`config.mk`:
```
export PLATFORM = sky130hd
export DESIGN_NAME = nrn_seq_counter_flat
export DESIGN_NICKNAME = d
export VERILOG_FILES = /design/src/rtl/nrn_seq_counter_if.sv /design/src/rtl/nrn_seq_counter.sv /design/src/flat_wrapper.sv
export SDC_FILE = /design/constraint.sdc
export NUM_CORES = 1
export LEC_CHECK = 0
export ABC_AREA = 1
export BUFFER_PORTS_ARGS = -buffer_cell sky130_fd_sc_hd__buf_2
export CORE_ASPECT_RATIO = 0.75
export CORE_MARGIN = 2
export CORE_UTILIZATION = 56
export CTS_CLUSTER_SIZE = 40
export DETAILED_ROUTE_END_ITERATION = 10
export PLACE_DENSITY = 0.83
export SLEW_MARGIN = 10
export SYNTH_ARGS = -nofsm -noshare
export SYNTH_HDL_FRONTEND = slang
export SYNTH_SLANG_ARGS = --single-unit
```
`constraint.sdc`:
```
create_clock -name clk -period 2.4 [get_ports clk]
set_clock_uncertainty 0.2 [all_clocks]
set_input_delay 0.12 -clock clk [delete_from_list [all_inputs] [get_ports clk]]
set_output_delay 0.12 -clock clk [all_outputs]
set_load 0.05 [all_outputs]
```
`src/rtl/nrn_seq_counter_if.sv`:
```
// -----------------------------------------------------------------------------
// nrn_seq_counter_if
// Control/index bundle between a neuron-layer sequencer and its consumer
// (weight memory, accumulator, bias adder).
//
// Parameters
//   NUM_IN   inputs (weights) per neuron
//   NUM_NRN  neurons per layer
//
// Signals
//   start    request one pass over all neurons
//   stall    freeze the sequencer while high
//   abort    synchronous return to idle
//   busy     sequencer is walking the weight array
//   in_idx   current input index within the neuron
//   nrn_idx  current neuron index
//   w_addr   flat weight address (nrn_idx*NUM_IN + in_idx)
//   acc_clr  accumulator clear (first input of a neuron)
//   en       bias-add enable (last input of a neuron, not stalled)
//   done     one-cycle pulse at the end of a pass
//
// Modports
//   master   drives start/stall/abort, observes the sequencer outputs
//   slave    the sequencer itself
// -----------------------------------------------------------------------------
interface nrn_seq_counter_if #(
    parameter int NUM_IN  = 32,
    parameter int NUM_NRN = 8
) ();
    localparam int IN_W   = ($clog2(NUM_IN) > 1) ? $clog2(NUM_IN) : 1;
    localparam int NRN_W  = ($clog2(NUM_NRN) > 1) ? $clog2(NUM_NRN) : 1;
    localparam int ADDR_W = ($clog2(NUM_IN * NUM_NRN) > 1) ? $clog2(NUM_IN * NUM_NRN) : 1;

    logic              start;
    logic              stall;
    logic              abort;
    logic              busy;
    logic [IN_W-1:0]   in_idx;
    logic [NRN_W-1:0]  nrn_idx;
    logic [ADDR_W-1:0] w_addr;
    logic              acc_clr;
    logic              en;
    logic              done;

    modport master (
        output start, stall, abort,
        input  busy, in_idx, nrn_idx, w_addr, acc_clr, en, done
    );

    modport slave (
        input  start, stall, abort,
        output busy, in_idx, nrn_idx, w_addr, acc_clr, en, done
    );
endinterface

```
`src/rtl/nrn_seq_counter.sv`:
```
// -----------------------------------------------------------------------------
// nrn_seq_counter
// Walks the weight array of one neural-network layer: for every neuron it
// steps through all inputs, producing the input/neuron indices, the flat
// weight address and the accumulator clear / bias-add strobes.
//
// Parameters
//   NUM_IN   inputs per neuron (2..1024, any value)
//   NUM_NRN  neurons per layer (1..256, any value)
//
// Ports
//   clk      clock, rising edge
//   rst      asynchronous active-low reset
//   bus      nrn_seq_counter_if.slave (start/stall/abort in; busy, in_idx,
//            nrn_idx, w_addr, acc_clr, en, done out)
//
// Build option
//   NRN_SEQ_AUTO_RESTART_EN  when defined, a start seen in DONE launches the
//                            next pass directly instead of returning to IDLE.
// -----------------------------------------------------------------------------
module nrn_seq_counter #(
    parameter int NUM_IN  = 32,
    parameter int NUM_NRN = 8
) (
    input  logic                clk,
    input  logic                rst,
    nrn_seq_counter_if.slave    bus
);
    localparam int IN_W   = ($clog2(NUM_IN) > 1) ? $clog2(NUM_IN) : 1;
    localparam int NRN_W  = ($clog2(NUM_NRN) > 1) ? $clog2(NUM_NRN) : 1;
    localparam int ADDR_W = ($clog2(NUM_IN * NUM_NRN) > 1) ? $clog2(NUM_IN * NUM_NRN) : 1;

    localparam logic [IN_W-1:0]  IN_LAST  = IN_W'(NUM_IN - 1);
    localparam logic [NRN_W-1:0] NRN_LAST = NRN_W'(NUM_NRN - 1);

    typedef enum logic [1:0] {
        S_IDLE = 2'd0,
        S_RUN  = 2'd1,
        S_DONE = 2'd2
    } state_t;

    state_t            state_q, state_d;
    logic [IN_W-1:0]   in_q, in_d;
    logic [NRN_W-1:0]  nrn_q, nrn_d;
    logic [ADDR_W-1:0] addr_q, addr_d;
    logic              last_in;
    logic              last_nrn;

    assign last_in  = (in_q == IN_LAST);
    assign last_nrn = (nrn_q == NRN_LAST);

    // Next-state / index logic.
    // The flat address visits 0..N-1 in order, so it is kept as its own
    // incrementing register instead of being formed as nrn*NUM_IN+in.
    always_comb begin
        state_d = state_q;
        in_d    = in_q;
        nrn_d   = nrn_q;
        addr_d  = addr_q;

        if (bus.abort) begin
            state_d = S_IDLE;
            in_d    = '0;
            nrn_d   = '0;
            addr_d  = '0;
        end else begin
            case (state_q)
                S_IDLE: begin
                    if (bus.start) begin
                        state_d = S_RUN;
                    end
                    in_d   = '0;
                    nrn_d  = '0;
                    addr_d = '0;
                end
                S_RUN: begin
                    if (!bus.stall) begin
                        if (last_in) begin
                            in_d = '0;
                            if (last_nrn) begin
                                state_d = S_DONE;
                                nrn_d   = '0;
                                addr_d  = '0;
                            end else begin
                                nrn_d  = nrn_q + 1'b1;
                                addr_d = addr_q + 1'b1;
                            end
                        end else begin
                            in_d   = in_q + 1'b1;
                            addr_d = addr_q + 1'b1;
                        end
                    end
                end
                S_DONE: begin
`ifdef NRN_SEQ_AUTO_RESTART_EN
                    state_d = bus.start ? S_RUN : S_IDLE;
`else
                    state_d = S_IDLE;
`endif
                    in_d   = '0;
                    nrn_d  = '0;
                    addr_d = '0;
                end
                default: begin
                    state_d = S_IDLE;
                    in_d    = '0;
                    nrn_d   = '0;
                    addr_d  = '0;
                end
            endcase
        end
    end

    // State and index registers.
    always_ff @(posedge clk or negedge rst) begin
        if (!rst) begin
            state_q <= S_IDLE;
            in_q    <= '0;
            nrn_q   <= '0;
            addr_q  <= '0;
        end else begin
            state_q <= state_d;
            in_q    <= in_d;
            nrn_q   <= nrn_d;
            addr_q  <= addr_d;
        end
    end

    // Outputs decode straight from registered state so reset clears them
    // without waiting for a clock edge.
    assign bus.busy    = (state_q == S_RUN);
    assign bus.in_idx  = in_q;
    assign bus.nrn_idx = nrn_q;
    assign bus.w_addr  = addr_q;
    assign bus.acc_clr = (state_q == S_RUN) && (in_q == '0);
    assign bus.en      = (state_q == S_RUN) && last_in && !bus.stall;
    assign bus.done    = (state_q == S_DONE);

endmodule

```
`src/flat_wrapper.sv`:
```
// flat-port wrapper written by rule: the top's interface ports become plain ports
module nrn_seq_counter_flat 
#(
    parameter int NUM_IN  = 32,
    parameter int NUM_NRN = 8
)
  (clk, rst, bus_start, bus_stall, bus_abort, bus_busy, bus_in_idx, bus_nrn_idx, bus_w_addr, bus_acc_clr, bus_en, bus_done);
  nrn_seq_counter_if #(.NUM_IN(NUM_IN), .NUM_NRN(NUM_NRN)) bus_i ();
  input  logic clk;
  input  logic rst;
  input wire logic [$bits(bus_i.start)-1:0] bus_start;
  input wire logic [$bits(bus_i.stall)-1:0] bus_stall;
  input wire logic [$bits(bus_i.abort)-1:0] bus_abort;
  output wire logic [$bits(bus_i.busy)-1:0] bus_busy;
  output wire logic [$bits(bus_i.in_idx)-1:0] bus_in_idx;
  output wire logic [$bits(bus_i.nrn_idx)-1:0] bus_nrn_idx;
  output wire logic [$bits(bus_i.w_addr)-1:0] bus_w_addr;
  output wire logic [$bits(bus_i.acc_clr)-1:0] bus_acc_clr;
  output wire logic [$bits(bus_i.en)-1:0] bus_en;
  output wire logic [$bits(bus_i.done)-1:0] bus_done;
  assign bus_i.start = bus_start;
  assign bus_i.stall = bus_stall;
  assign bus_i.abort = bus_abort;
  assign bus_busy = bus_i.busy;
  assign bus_in_idx = bus_i.in_idx;
  assign bus_nrn_idx = bus_i.nrn_idx;
  assign bus_w_addr = bus_i.w_addr;
  assign bus_acc_clr = bus_i.acc_clr;
  assign bus_en = bus_i.en;
  assign bus_done = bus_i.done;
  nrn_seq_counter #(.NUM_IN(NUM_IN), .NUM_NRN(NUM_NRN)) u_core (.clk(clk), .rst(rst), .bus(bus_i));
endmodule
```
Word level (Yosys, flattened, before mapping)
Cells that the tools add are included.

Logic and storage cells: 43. Bits of input ports: 5. Bits in registers: 18. Output and inout bits: 20.

Equal/unequal tests: 8. Muxes and demuxes: 20. Add/subtract/negate cells: 3. Reductions and logical operators: 8.

Operators by type and width (number): 8-bit 2-to-1 mux (5); 5-bit 2-to-1 mux (4); 3-bit 2-to-1 mux (5); 2-bit 2-to-1 mux (5); 8-bit by 1-bit adder with 8-bit output, second input constant (1); 3-bit by 2-bit inequality test with 1-bit output, second input constant (2); 3-bit inequality test, second input constant (2); 5-bit by 1-bit adder with 5-bit output, second input constant (1); 5-bit == test, second input constant (1); 5-bit logical NOT (1); 2-bit case mux with 2 select lines (1); 4-bit AND reduction (1); 3-bit by 1-bit adder with 3-bit output, second input constant (1); 3-bit == test, second input constant (1); 1-bit logical AND (3); 2-bit by 1-bit == test with 1-bit output, second input constant (1); 2-bit == test, second input constant (1); 2-bit logical NOT (1); 2-bit AND reduction (1); 1-bit logical NOT (1).

Logic depth before layout (Yosys ltp)
Gate-level depths: netlist (run 1).

Word-level depth: 6. Gate-level depth with buffers: 9.

Worst setup path before layout (run 1)
OpenSTA, ideal clock, no wires.

Kind: register to output. Start point: register u_core.in_q[1], in the netlist u_core.bus.in_idx[1]. End point: output bus_en. Arrival time: 1.976 ns. Required time: 2.080 ns. Stages on the path, launching flop included: 7. Slack: 0.104 ns. Path buffers: 0. Cell sequence: dfrtp_1 ha_1 nand2_1 nor2_1 ha_1 nand2_1 nor2_1.

Cells in the longest elaborated chain, start to end: 3.

RTL lines: from (decl) (line nrn_seq_counter.sv:43) `logic [IN_W-1:0] in_q, in_d;`; from (signal assigned) (line nrn_seq_counter.sv:123) `in_q <= in_d;`; 5-bit == test (line nrn_seq_counter.sv:49) `assign last_in = (in_q == IN_LAST);`; 1-bit logical AND (2 in series) (line nrn_seq_counter.sv:136) `assign bus.en = (state_q == S_RUN) && last_in && !bus.stall;`; to (decl) (line flat_wrapper.sv:19) `output wire logic [$bits(bus_i.en)-1:0] bus_en;`.

Every way passes these cells.

Final worst setup path (run 1)
Start point: register u_core.in_q[0], in the netlist u_core.bus.in_idx[0]. End point: output bus_en.

The elaborated chain is that of the path after synthesis.

==> impl_metrics.toml, run 1 <==
[run_status]
status = "finished clean"

[route]
drt-initial-drc-count = 23
drt_pass1_iterations = 4
routedWlPerCell_um = 11.8
drtAntennaViolNets = 0
routed_wl_um = 2320
vias = 985
routed_via_density = 5.03
drc = 0

[floorplan]
die_x_um = 54.6
io_pins = 25
die_y_um = 42.0
rows = 13
core-area_sq_um = 1770
die_area_sq_um = 2290
start_util = 0.607

[placed_design]
routabilityCongestion = 0.809
post-place-ws_ns = 0.614
dpl.hpwl_um = 1760
dpl_cell_area_sq_um = 1210
port_buffers = 24

[worst_setup_path]
critPathArrivalTime_ns = 1.74
worstSetupStartpointType = "register"
end_kind = "primary output"
crit_type = "reg -> out"
cp_data_required_time_ns = 2.08
cp_max_fo = 4

[timing]
period_needed_ns = 2.06
fmax_mhz = 485
min_period_over_period = 0.859
grt_setup_unrepaired = "no"
max_slew.worst_pin.slew_ns = 0.422
drv_slew = 0
setup_viol = 0
finalSetupTns_ns = 0
layout_setup_ws_ns = 0.338
final_hold_viol_count = 0
maxSlewHeadroom = 0.719

[flow_run]
max-cap-violations = 0

[synthesis]
netlist-cell-type-count = 18
ys_ff_latch = 18
yosysWarnings = 0
ys_seq_area_frac = 0.419
synthesis.area_sq_um = 1080
postSynthCellCount = 144
synth_area_per_cell_sq_um = 7.47
syn_nets = 155

[clock_tree]
numCtsBuffers = 3
ctsHoldBuffers = 4
tritoncts = "built"
insertion_delay_ns = 0.29
cts_buffer_depth = 2
post-cts-setup-buffer-count = 0
htreeDepth = 1
path_clk_slew_ns = 0.10
post_cts_resize_count = 0
clock_sinks = 18
ctsRootBufferMaster = "clkbuf_4"

[global_routing]
antenna_found_initial = 0
grt_max_degree = 19
grt_pass1_vias = 866
grt_pass1_wl_um = 3830
gr-usage-all-layers = 0.230
grt_overflow = 0

[final_layout]
design_area_sq_um = 1270
area.growth.synth_to_final_pct = 18.5
fin_nets = 187
diodes = 0
final_cell_mix = "nand2_1 (47), buf_2 (24), nor2_1 (22)"
utilization = 0.719
fillers = 147
drive_gt1_frac = 0.207
layout_commonest_cell = "nand2_1"

[pwr]
vdd_ir_drop_max_mv = 0.499
p_leak_nw = 0.726
cellPowerDensity_nw_per_um2 = 524
power_w = 0.000668

[hold_path]
hold_path.class = "in -> async"
-- flip-flops by register name, summed over array words and instances, names as in the netlist --
name and flops:
u_core.bus.in_idx 5, u_core.state_q 2, u_core.bus.nrn_idx 3, u_core.bus.w_addr 8
-- power breakdown --
| group | switching, W | total, W | leakage [nW] | internal [W] |
|---|---|---|---|---|
| Clock | 0.0000924 | 0.000151 | 0.0138 | 0.0000584 |
| Combinational | 0.000146 | 0.000194 | 0.464 | 0.0000488 |
| Sequential | 0.0000104 | 0.000323 | 0.249 | 0.000313 |
| Total | 0.000248 | 0.000668 | 0.726 | 0.000420 |
-- cells by family (layout without fill, tap and decap cells) --
group / Yosys count / in the layout / share of synthesized area
simple gates: 90 / 90 / 0.387
fa+ha+maj: 6 / 6 / 0.0698
compound gates: 9 / 9 / 0.0442
buf+inv: 21 / 51 / 0.0802
flops: 18 / 18 / 0.419
-- area by class of cell --
class / count / area (sq um) / share of cell area
clock buffer: 3 / 22.5 / 0.0177
inverter: 20 / 75.1 / 0.0589
multi-input combinational: 105 / 539 / 0.423
sequential: 18 / 450 / 0.353
tap: 22 / 27.5 / 0.0216
timing repair buffer: 28 / 160 / 0.126
-- path summary, 6_finish.rpt --
kind	end	slack, ns	cells after the start	from
worst max-delay path	bus_en	0.34	7	u_core.bus.in_idx[0]$_DFFE_PN0P_
worst min-delay path	u_core.bus.nrn_idx[1]$_DFFE_PN0P_	0.09	2	rst
worst max register to register	u_core.bus.nrn_idx[1]$_DFFE_PN0P_	0.60	8	u_core.bus.in_idx[0]$_DFFE_PN0P_
worst min register to register	u_core.bus.nrn_idx[0]$_DFFE_PN0P_	0.33	1	u_core.bus.nrn_idx[0]$_DFFE_PN0P_
max in group asynchronous	u_core.bus.w_addr[0]$_DFFE_PN0P_	1.61	2	rst
min in group clk	u_core.bus.nrn_idx[0]$_DFFE_PN0P_	0.33	1	u_core.bus.nrn_idx[0]$_DFFE_PN0P_
-- synthesized netlist by cell type (all sizes together) --
cell type / instances / share of area
a21oi: 4 / 0.019
buf: 1 / 0.010
dfrtp: 18 / 0.42
ha: 6 / 0.070
inv: 20 / 0.070
nand2: 49 / 0.18
nand3: 11 / 0.063
nand4: 3 / 0.017
nor2: 26 / 0.12
nor3: 1 / 0.0046
o21ai: 4 / 0.019
o31ai: 1 / 0.0070
-- routing by layer --
| metal | vias to the layer above | GRT usage | routed length (um) |
|---|---|---|---|
| met3 | 2 | 0.0647 | 119 |
| met2 | 27 | 0.317 | 1010 |
| li1 | 510 | - | - |
| met5 | - | 0 | 0 |
| met4 | 0 | 0.0450 | 13 |
| met1 | 446 | 0.357 | 1180 |
-- through the flow --
step                hold slack (ns)  std cells
floorplan                    -0.376        144
global placement             -0.128        189
detailed placement           -0.122        189
CTS                          0.0963        196
global route                  0.133        196
finish                       0.0931        196
-- critical path, cell delays in order (launching register included) --
cell,delay [ns]
dfrtp_1,0.41
ha_1,0.19
nand2_1,0.06
nor2_1,0.10
ha_1,0.19
nand2_1,0.12
nor2_1,0.11
buf_2,0.28
Power figures use the tool's default switching activity.
==> run 2, diff against run 1 <==
--- a/config.mk
+++ b/config.mk
@@ -8,3 +8,3 @@
 export ABC_AREA = 1
-export BUFFER_PORTS_ARGS = -buffer_cell sky130_fd_sc_hd__buf_2
+export BUFFER_PORTS_ARGS = -buffer_cell sky130_fd_sc_hd__buf_4
 export CORE_ASPECT_RATIO = 0.75
--- a/constraint.sdc
+++ b/constraint.sdc
@@ -4,2 +4,2 @@
 set_output_delay 0.12 -clock clk [all_outputs]
-set_load 0.05 [all_outputs]
+set_load 0.1 [all_outputs]
==> impl_metrics.toml, run 2 (synthesis gave the netlist of run 1 again) <==
[timing]
layout_setup_ws_ns = 0.342
maxSlewHeadroom = 0.813
grt_setup_unrepaired = "no"
max_slew.worst_pin.slew_ns = 0.283
period_needed_ns = 2.06
finalSetupTns_ns = 0
fmax_mhz = 486
min_period_over_period = 0.858
drv_slew = 0
final_hold_viol_count = 0
setup_viol = 0

[clock_tree]
insertion_delay_ns = 0.29
clock_sinks = 18
tritoncts = "built"
post_cts_resize_count = 0
htreeDepth = 1
cts_buffer_depth = 2
numCtsBuffers = 3
ctsRootBufferMaster = "clkbuf_4"
post-cts-setup-buffer-count = 0
path_clk_slew_ns = 0.10

[worst_setup_path]
cp_max_fo = 4
ff2ff_path_depth = 9
crit_type = "reg -> out"
critPathArrivalTime_ns = 1.74
cp_data_required_time_ns = 2.08
r2r-end = "u_core.bus.in_idx[2]$_DFFE_PN0P_"
worstSetupStartpointType = "register"
r2r_start = "u_core.bus.in_idx[0]$_DFFE_PN0P_"
end_kind = "primary output"
rrSetupSlack_ns = 0.54

[final_layout]
area.growth.synth_to_final_pct = 27.3
layout_commonest_cell = "nand2_1"
finalNonFillerCells = 197
diodes = 0
drive_gt1_frac = 0.234
largest_reg_flops = 8
final_cell_mix = "nand2_1 (47), buf_4 (24), nor2_1 (21)"
fin_nets = 187

[floorplan]
core-area_sq_um = 1770
start_util = 0.607
io_pins = 25
rows = 13
die_y_um = 42.0
die_area_sq_um = 2290
die_x_um = 54.6

[global_routing]
grt_max_degree = 19
grt_pass1_vias = 828
grt_pass1_wl_um = 3700
met3_usage = 0.0755
globalRouteMet1Util = 0.328
gr-usage-all-layers = 0.226
grt_use_met2 = 0.329
antenna_found_initial = 0
grt_busiest_layer = "met2"
grt_overflow = 0

[placed_design]
post-place-ws_ns = 0.561
port_buffers = 24
placedCellCount = 189
routabilityCongestion = 0.832
dpl.hpwl_um = 1800

[pwr]
cellPowerDensity_nw_per_um2 = 572
vdd_ir_drop_max_mv = 0.589
p_leak_nw = 0.736

[route]
routedWlPerCell_um = 11.8
drt-initial-drc-count = 14
vias = 990
routed_via_density = 5.03
drt_pass1_iterations = 6
routed_wl_um = 2330
drc = 0
drtAntennaViolNets = 0

[run_status]
status = "finished clean"

[hold_path]
hold_path.class = "in -> async"

[flow_run]
max-cap-violations = 0
run 2: cell count changes in the layout (fill, tap and decap cells not counted):
cell      change
buf_2        -24
buf_4        +24
clkbuf_8      +1
dfrtp_1       -2
dfrtp_2       +2
nor2_1        -1
nor2_4        +1
nor3_1        -1
nor3_4        +1
run 2: layout make-up:
| class | count | area (sq um) |
|---|---|---|
| clock buffer | 4 | 36.3 |
| tap | 22 | 27.5 |
| multi-input combinational | 105 | 558 |
| timing repair buffer | 28 | 220 |
| inverter | 20 | 75.1 |
| fill | 128 | 403 |
| sequential | 18 | 453 |
run 2: worst max-delay path by stage:
| stage | start | end | slack [ns] | cells after the start |
|---|---|---|---|---|
| 2_1_floorplan | u_core.bus.in_idx[2]$_DFFE_PN0P_ | bus_en | 0.04 | 5 |
| 3_3_place_gp | u_core.bus.in_idx[0]$_DFFE_PN0P_ | u_core.bus.nrn_idx[1]$_DFFE_PN0P_ | 0.63 | 8 |
| 3_5_place_dp | u_core.bus.in_idx[0]$_DFFE_PN0P_ | u_core.bus.in_idx[2]$_DFFE_PN0P_ | 0.56 | 9 |
| 4_1_cts | u_core.bus.in_idx[0]$_DFFE_PN0P_ | bus_en | 0.33 | 7 |
| 5_1_grt | u_core.bus.in_idx[0]$_DFFE_PN0P_ | bus_en | 0.16 | 7 |
| 6_report | u_core.bus.in_idx[0]$_DFFE_PN0P_ | bus_en | 0.34 | 7 |
run 2: metal layers:
metal | routed length, um | vias up
met1 | 1090 | 457
met4 | 8 | 0
met5 | 0 | -
li1 | - | 514
met3 | 94 | 2
met2 | 1140 | 17
run 2: worst max-delay path: stages, from the launching register on:
cell and delay (ns):
dfrtp_2 0.40, ha_1 0.17, nand2_1 0.05, nor2_1 0.10, ha_1 0.19, nand2_1 0.14
nor2_4 0.10, buf_4 0.29
run 2: timing repair:
item / in CTS / in global routing
setup endpoints to repair: 0 / 0
hold buffers: 4 / 0
endpoints found under the hold margin: 27 / 0
run 2: power breakdown:
group	internal (W)	total [W]	switching, W	leakage [nW]
clock	0.0000925	0.000187	0.0000944	0.0210
sequential	0.000313	0.000323	0.0000100	0.245
combinational	0.0000635	0.000274	0.000211	0.469
total	0.000469	0.000784	0.000315	0.736
run 2: per-stage QoR:
| step | hold slack (ns) | power [W] | utilization | area [sq um] |
|---|---|---|---|---|
| 6_report | 0.0135 | 0.000784 | 0.773 | 1370 |
| 5_1_grt | 0.0355 | 0.000824 | 0.773 | 1370 |
| 4_1_cts | 0.0250 | 0.000790 | 0.773 | 1370 |
| 3_5_place_dp | -0.193 | 0.000598 | 0.730 | 1290 |
| 3_3_place_gp | -0.198 | 0.000594 | 0.730 | 1290 |
| 2_1_floorplan | -0.376 | 0.000544 | - | 1100 |
==> run 3, diff against run 2 <==
- ABC_CLOCK_PERIOD_IN_PS: unset -> 2400
- CORE_ASPECT_RATIO: 0.75 -> 1.25
==> impl_metrics.toml, run 3 (synthesis gave the netlist of run 1 again) <==
[run_status]
status = "finished clean"

[floorplan]
rows = 17
io_pins = 25
die_y_um = 53.0
die_area_sq_um = 2290
core-area_sq_um = 1790
die_x_um = 43.2
start_util = 0.602

[global_routing]
grt_overflow = 0
grt_pass1_vias = 1018
antenna_found_initial = 0
grt_max_degree = 19
gr-usage-all-layers = 0.255
grt_pass1_wl_um = 4270

[route]
vias = 1050
drt_pass1_iterations = 4
routed_wl_um = 2570
routed_via_density = 5.41
drt-initial-drc-count = 33
drtAntennaViolNets = 0
routedWlPerCell_um = 13.2
drc = 0

[worst_setup_path]
crit_buf_inv = 1
cp_data_required_time_ns = 2.08
cp_top_family = "flip-flops"
crit_chain = "ha_1 > nand2_1 > nor2_1 > ha_1 > nand2_1 > nor2_4 > buf_4"
cp_max_fo = 4
crit_type = "reg -> out"
end_kind = "primary output"
critPathSlowestCell = "dfrtp_2"
worstSetupStartpointType = "register"
critPathArrivalTime_ns = 1.76
rrSetupSlack_ns = 0.49
max_stage_delay_ns = 0.40

[pwr]
cellPowerDensity_nw_per_um2 = 582
vdd_ir_drop_max_mv = 0.409
p_leak_nw = 0.736

[clock_tree]
ctsRootBufferMaster = "clkbuf_4"
tritoncts = "built"
path_clk_slew_ns = 0.11
cts_buffer_depth = 2
numCtsBuffers = 3
clock_sinks = 18
htreeDepth = 1
insertion_delay_ns = 0.30

[placed_design]
routabilityCongestion = 0.776
port_buffers = 24
dpl.hpwl_um = 1930

[timing]
max_slew.worst_pin.slew_ns = 0.276
maxSlewHeadroom = 0.815
finalSetupTns_ns = 0
period_needed_ns = 2.08
timing.hold.ws_ns = 0.0142
setup_viol = 0
final_hold_viol_count = 0
min_period_over_period = 0.865
fmax_mhz = 482
grt_setup_unrepaired = "no"
drv_slew = 0

[final_layout]
diodes = 0
fin_nets = 187
layout_commonest_cell = "nand2_1"
fillers = 134
largest_reg_flops = 8
area.growth.synth_to_final_pct = 27.0
drive_gt1_frac = 0.234
final_cell_mix = "nand2_1 (47), buf_4 (24), nor2_1 (21)"

[flow_run]
max-cap-violations = 0

[hold_path]
hold_path.class = "in -> async"
run 3: layer usage:
metal / part of all wire / GRT usage
met5: 0 / 0
met4: 0.040 / 0.172
met3: 0.054 / 0.0375
met2: 0.53 / 0.460
met1: 0.37 / 0.270
run 3: worst paths after layout:
check | cells after the start | to | from
max | 7 | bus_en | u_core.bus.in_idx[0]$_DFFE_PN0P_
min | 2 | u_core.bus.nrn_idx[1]$_DFFE_PN0P_ | rst
max reg2reg | 9 | u_core.bus.in_idx[3]$_DFFE_PN0P_ | u_core.bus.in_idx[0]$_DFFE_PN0P_
min reg2reg | 2 | u_core.bus.w_addr[7]$_DFFE_PN0P_ | u_core.bus.w_addr[7]$_DFFE_PN0P_
max in group asynchronous | 2 | u_core.bus.in_idx[0]$_DFFE_PN0P_ | rst
min in group clk | 2 | u_core.bus.w_addr[7]$_DFFE_PN0P_ | u_core.bus.w_addr[7]$_DFFE_PN0P_
run 3: what timing repair did:
| action | in CTS | in global routing |
|---|---|---|
| gates resized for setup | 0 | 0 |
| setup endpoints to repair | 0 | 0 |
| hold buffers | 4 | 0 |
| setup buffers | 0 | 0 |
| endpoints found under the hold margin | 28 | 0 |
run 3: worst reg2reg max path, stage by stage (launching register included):
cell     delay (ns)
dfrtp_2        0.44
ha_1           0.21
nand2_1        0.07
nor2_1         0.04
ha_1           0.21
nand2_1        0.18
inv_1          0.13
nor2_4         0.17
nand2_1        0.09
nor2_1         0.11
run 3: cell type report:
class / count / area [sq um] / area share
clock buffer: 4 / 36.3 / 0.0266
inverter: 20 / 75.1 / 0.0549
multi-input combinational: 105 / 558 / 0.408
sequential: 18 / 453 / 0.332
tap: 19 / 23.8 / 0.0174
timing repair buffer: 28 / 220 / 0.161
run 3: report_power, final:
group	switching (W)	internal [W]
registers	0.0000114	0.000313
clock network	0.000100	0.0000926
logic	0.000215	0.0000632
run 3: metrics by stage:
step	total power (W)	setup slack (ns)	instance area, sq um	instances	utilization
after floorplan	0.000544	0.0363	1100	144	-
after global placement	0.000594	0.633	1290	186	0.722
after detailed placement	0.000600	0.532	1290	186	0.722
after CTS	0.000796	0.322	1370	194	0.765
after global routing	0.000823	0.221	1370	194	0.765
final	0.000795	0.323	1370	194	0.765
